===== config.mk =====
export PLATFORM = sky130hd
export DESIGN_NAME = mux_select_scanner
export DESIGN_NICKNAME = d
export VERILOG_FILES = /design/src/rtl/mux_select_scanner.sv
export SDC_FILE = /design/constraint.sdc
export NUM_CORES = 1
export LEC_CHECK = 0
export CAP_MARGIN = 5
export CORE_ASPECT_RATIO = 0.7
export CORE_UTILIZATION = 51
export CTS_CLUSTER_DIAMETER = 40
export DETAILED_ROUTE_END_ITERATION = 10
export PLACE_DENSITY_LB_ADDON = 0.25
export SETUP_SLACK_MARGIN = 0.02
export SYNTH_ARGS = -nofsm -noshare
export SYNTH_HDL_FRONTEND = slang
export SYNTH_SLANG_ARGS = --single-unit
export TNS_END_PERCENT = 30

===== constraint.sdc =====
create_clock -name clk -period 3.15 [get_ports clk]
set_input_delay 0.945 -clock clk [delete_from_list [all_inputs] [get_ports clk]]
set_output_delay 0.945 -clock clk [all_outputs]
set_load 0.05 [all_outputs]

===== src/rtl/mux_select_scanner.sv =====
// mux_select_scanner: round-robin 8-way select generator with fixed dwell (MUX_SELECT_SCANNER_FIXED_PRIORITY_EN selects fixed priority)
module mux_select_scanner #(
    parameter int DWELL = 4,
    parameter int CW    = 8
) (
    input  logic       clk,
    input  logic       reset,
    input  logic       en,
    input  logic [7:0] req,
    output logic [2:0] sel,
    output logic [7:0] grant,
    output logic       valid,
    output logic       done
);
    typedef enum logic {IDLE, HOLD} state_t;
    state_t state, state_n;
    logic [CW-1:0] cnt, cnt_n;
    logic [2:0] last, last_n, sel_n, pick;
    logic [7:0] grant_n;
    logic load;
    assign valid = state == HOLD;
    assign done  = valid && cnt == '0;
    assign load  = en && |req && (state == IDLE || cnt == '0);
    // winner search; later loop iterations override, so the nearest candidate wins
    always_comb begin
        pick = '0;
`ifdef MUX_SELECT_SCANNER_FIXED_PRIORITY_EN
        for (int k = 7; k >= 0; k--)
            if (req[k]) pick = 3'(k);
`else
        for (int k = 8; k >= 1; k--)
            if (req[last + 3'(k)]) pick = last + 3'(k);
`endif
    end
    // next state: count down the dwell, reload back-to-back at its end, else drop to idle
    always_comb begin
        state_n = state;
        cnt_n   = cnt;
        sel_n   = sel;
        grant_n = grant;
        last_n  = last;
        if (state == HOLD && cnt != '0) begin
            cnt_n = cnt - 1'b1;
        end else if (load) begin
            state_n = HOLD;
            sel_n   = pick;
            grant_n = 8'b1 << pick;
            last_n  = pick;
            cnt_n   = CW'(DWELL - 1);
        end else begin
            state_n = IDLE;
            grant_n = '0;
        end
    end
    // state register with asynchronous reset
    always_ff @(posedge clk or posedge reset) begin
        if (reset) begin
            state <= IDLE;
            cnt   <= '0;
            sel   <= '0;
            grant <= '0;
            last  <= 3'd7;
        end else begin
            state <= state_n;
            cnt   <= cnt_n;
            sel   <= sel_n;
            grant <= grant_n;
            last  <= last_n;
        end
    end
endmodule


# --- Word level (Yosys, flattened, before mapping) ---
# Index checks and enable logic that the tools add are counted.
classes:
  n_reduce_logical: 10
  n_mul: 0
  magnitude_cmp: 8
  add_sub_neg: 8
  mux: 28
  bitwise_logic: 2
  n_eq_ne: 0
  n_div: 0
  shift: 1
ops:
  columns: ["operator", "count"]
  rows:
  - ["$lt 3x4->1 const B", 8]
  - ["$bmux 1 s3", 8]
  - ["$mux 3", 8]
  - ["$mux 8", 3]
  - ["$add 3x3->3 const B", 4]
  - ["$mux 1", 9]
  - ["$logic_not 8->1", 1]
  - ["$reduce_bool 8->1", 1]
  - ["$reduce_or 8->1", 1]
  - ["$shl 1x3->8 const A", 1]
  - ["$sub 8x1->8 const B", 1]
  - ["$add 3x2->3 const B", 2]
  - ["$logic_and 1x1->1", 4]
  - ["$add 3x1->3 const B", 1]
  - ["$not 1->1", 2]
  - ["$reduce_and 2->1", 1]
  - ["$reduce_bool 2->1", 1]
  - ["$logic_or 1x1->1", 1]
totals:
  input_bits: 11
  ramBits: 0
  mem_count: 0
  output_inout_bits: 13
  latchBits: 0
  ff_bits: 23
  mem_bits_ro: 0

# --- Logic depth before layout (Yosys ltp) ---
# Gate-level depths: netlist (run 1).
logic_depth:
  ltp_word: 12
  ltp_mapped: 14
  mapped_depth_nobuf: 9

# --- Worst setup path before layout (run 1) ---
# Ideal clock, no wire load.
synth_path:
  path_type: "reg2reg"
  from: "register last[0]"
  to: "register grant[5]"
  slack_ns: -0.035
  synth_period_minus_slack_ns: 3.185
  stages_incl_launch_ff: 13
  required_time_ns: 3.029
  path_buffers: 4
  arrival_time_ns: 3.063
  path_cell_list: "dfstp_2 buf_6 buf_4 inv_2 ha_1 buf_2 buf_4 mux4_2 nor2_1 a2bb2oi_1 o2111ai_1 a32o_1 a32o_2"
synth_between:
  elab_chain_len: 12
  elab_cells_between_ends: 33
synth_lines:
  columns: ["item", "line_no", "text"]
  rows:
  - ["start: declaration", "18", "logic [2:0] last, last_n, sel_n, pick;"]
  - ["start signal: assignment", "68", "last <= last_n;"]
  - ["$add 3x3->3 or $bmux 1 s3 (tied branches)", "32", "if (req[last + 3'(k)]) pick = last + 3'(k);"]
  - ["$bmux 1 s3 or $mux 1 (tied branches)", "32", null]
  - ["$mux 1 (not written as such) or $mux 3 (tied branches)", "32", null]
  - ["$mux 3 (6 in series)", "32", null]
  - ["$mux 3 *", "32", null]
  - ["$shl 1x3->8 *", "47", "grant_n = 8'b1 << pick;"]
  - ["$mux 8 *", "44", "end else if (load) begin"]
  - ["end signal: assignment", "67", "grant <= grant_n;"]
  - ["end: declaration", "11", "output logic [7:0] grant,"]
# Every way passes the cells marked *; elsewhere a longest branch is shown, timed or not. The select of a mux whose other input is x is not followed.
# A chain may end at the register's enable or synchronous reset.

# --- Final worst setup path (run 1) ---
layout_path:
  from: "input port req[2]"
  to: "register grant[1]"
layout_between:
  elab_chain_len: 12
  elab_cells_between_ends: 29
layout_lines:
  columns: ["item", "line_no", "text"]
  rows:
  - ["start: declaration", "9", "input logic [7:0] req,"]
  - ["$bmux 1 s3", "32", null]
  - ["$mux 1 (not written as such)", "32", null]
  - ["$mux 3 (8 in series)", "32", null]
  - ["$shl 1x3->8", "47", null]
  - ["$mux 8 *", "44", null]
# Marked as above.

==> results_dict.tcl, run 1 <==
set metrics [dict create \
    status "finished clean" \
    synth_commonest_cells "nand2_1, dfrtp_1, nor2_1, mux2i_1, mux4_2" \
    async_flop_share 1.000 \
    regArea_um2 579.3 \
    synth.distinct_cells 54 \
    dr.pass1.iters 5 \
    fmax_mhz 336.0 \
    pwr-share-clk 0.241 \
    syn_inst 199 \
    wirelength_mm 5.615 \
    p_per_area_nw_per_um2 307.7 \
    p_leak_nw 1.107 \
    critPathMaxFanout 7 \
    wl_per_cell_um 19.10 \
    rows 18 \
    crit_start "req[2]" \
    synth_edf_count 0 \
    intPower_w 0.0005218 \
    drt_iter0_markers 258 \
    n_antenna_cell 0 \
    fp.dieW_um 76.28 \
    ys_seq_area_frac 0.2942 \
    nets 260 \
    grt_pass1_wl_mm 8.466 \
    switching_share 0.3254 \
    fin_crit_sh 0.9448 \
    synth_most_common_cell "nand2_1" \
    tightestPinTransition_ps 886.0 \
    irDropWorstVdd_uv 312.7 \
    setup_violations 0 \
    core-area_um2 3603 \
    clock_sinks 23 \
    switchingPower_w 0.0002516 \
    via_per_inst 6.578 \
    hold_class "flop to flop" \
    slew_headroom 0.4087 \
    period_minus_slack_ps 2976 \
    synth_ff_type "dfrtp_1" \
    r2r_start "last[0]$_DFFE_PP1P_" \
    max_cap_viol_count 0 \
    start_kind "input pin" \
    multi_input_area_um2 1346 \
    areaGrowthSynthToFinish_pct 27.64 \
    fin_setup_tns_ps 0 \
    grt_antenna_before_repair 0 \
    syn_area_um2 1969 \
    fp.dieH_um 53.99 \
    grt_max_degree 24 \
    grt_usage 0.2678 \
    slew_viol_final 0 \
    synth_top_area_cell "dfrtp_1" \
    drive_above_1_share 0.2746 \
    synth_seq_cells 23 \
    routed-via-count 1934 \
    hold_path.startpoint "cnt[7]$_DFFE_PP0P_" \
    syn-num-nets 214 \
    cts_inserted_buffers 3 \
    critPathArrivalTime_ps 3140 \
    overflow 0 \
    antenna_left 0 \
    p_seq_frac 0.395 \
    die_area_um2 4118 \
    fillCellCount 278 \
    insertion_delay_ps 260 \
    pwr-share-comb 0.364 \
    worstSetupEndpointType "flop" \
    yosysWarnings 0 \
    drcViolationCount 0 \
    io_buffers 23 \
    rsz0062_at_grt "false" \
    pin_count 24 \
    clockBufferDepth 2 \
    dp_hpwl_mm 3.962 \
    clkTransAtPathRegs_ps 80 \
    cts_tree "built" \
    synth.avg_cell_area_um2 9.896 \
    cp.required_ps 3310 \
    critPathKind "input pin to flop" \
    start_util 0.5465 \
    htreeDepth 1 \
    first_global_vias 1748 \
    synth_top_area_share 0.2541 \
    power.total_w 0.0007735 \
    clock_skew_ps 4.197 \
    root_buffer "clkbuf_8" \
    hold_viol 0 \
    gp_congestion 0.9463 \
    synth_area_leaders "dfrtp_1, mux4_2, mux2i_1, nand2_1, dfstp_2" \
]
-- per-layer routing --
metal | vias up | part of all wire | global-route usage
met1 | 958 | 0.40 | 0.3681
met5 | - | 0 | 0
met4 | 0 | 0.021 | 0.07372
li1 | 854 | - | -
met3 | 14 | 0.10 | 0.04576
met2 | 108 | 0.48 | 0.4459
-- power by group through the flow --
stage,Sequential [W],Clock [W],Combinational [W]
global route,0.000306,0.000195,0.000300
global placement,0.000311,0,0.000239
finish,0.000305,0.000186,0.000282
detailed placement,0.000311,0,0.000249
floorplan,0.000312,0,0.000160
CTS,0.000305,0.000182,0.000252
-- final timing paths --
kind | to | slack [ps] | cells past startpoint
setup / recovery | grant[1]$_DFFE_PP0N_ | 170 | 10
hold / removal | cnt[7]$_DFFE_PP0P_ | 480 | 1
setup reg to reg | grant[7]$_DFFE_PP0N_ | 190 | 8
hold reg to reg | cnt[7]$_DFFE_PP0P_ | 480 | 1
max in group asynchronous | cnt[6]$_DFFE_PP0P_ | 1440 | 2
min in group asynchronous | grant[1]$_DFFE_PP0N_ | 1160 | 2
-- per-stage QoR --
step                hold slack [ps]  worst slack, ps    util  area (µm²)  instances
finish                        476.4            174.0  0.6976        2514        294
global route                  509.8            38.35  0.6976        2514        294
CTS                           482.6            23.44  0.6795        2449        292
detailed placement            464.9           -387.7  0.6667        2402        288
global placement              463.3           -282.4  0.6667        2402        288
floorplan                     445.7            45.60       -        1982        199
-- registers in the layout, summed over array words and instances (netlist names) --
signal,cells
grant,8
valid,1
cnt,8
sel,3
last,3
-- cell usage in the layout, fill, tap and decap left out, types with 4 or more instances in the layout --
master / n
o21ai_0: 7
mux2i_1: 9
o31ai_1: 4
inv_1: 9
mux2_1: 4
nor4_1: 4
dfrtp_1: 20
clkdlybuf4s50_1: 14
buf_4: 30
nand2_1: 22
a21oi_1: 9
dlygate4sd2_1: 6
xnor2_1: 4
mux4_2: 12
nand3_1: 6
nor2_1: 17
-- logic make-up (layout without fill, tap and decap cells) --
group | Yosys count | after routing | synth area share
compound gates | 53 | 53 | 0.2008
flops | 23 | 23 | 0.2942
fa+ha+maj | 4 | 4 | 0.02541
buf+inv | 21 | 66 | 0.05273
mux | 32 | 32 | 0.2554
simple gates | 62 | 62 | 0.1538
xor+xnor | 4 | 4 | 0.01779
-- area by class of cell --
type | instances | share of cell area
repair buffers | 52 | 0.1762
flip-flops and latches | 23 | 0.2305
well taps | 50 | 0.02489
inverters | 10 | 0.01493
multi-input cells | 155 | 0.5356
clock buffers | 4 | 0.01792
-- worst max-delay path, stage by stage --
cell	delay [ps]
dlygate4sd2_1	310
buf_4	160
mux4_2	460
mux2i_1	180
buf_4	180
nand2_1	80
nor3_2	190
o21ai_1	140
and3_4	220
a32o_2	260
-- timing repair --
| item | 4_1_cts | 5_1_grt |
|---|---|---|
| setup endpoints to repair | 10 | 12 |
| hold buffers | 0 | 0 |
| buffers inserted | 0 | 2 |
| pin swaps | 1 | 2 |
| gates resized for setup | 9 | 10 |
Power figures use the tool's default switching activity.
==> inputs of run 2 (changes only) <==
--- a/config.mk
+++ b/config.mk
@@ -10,6 +10,7 @@
 export CORE_UTILIZATION = 51
 export CTS_CLUSTER_DIAMETER = 40
 export DETAILED_ROUTE_END_ITERATION = 10
+export GPL_ROUTABILITY_DRIVEN = 0
 export PLACE_DENSITY_LB_ADDON = 0.25
 export SETUP_SLACK_MARGIN = 0.02
 export SYNTH_ARGS = -nofsm -noshare
==> results of run 2 <==
The final DEF is identical to that of run 1; final timing and power are the same.
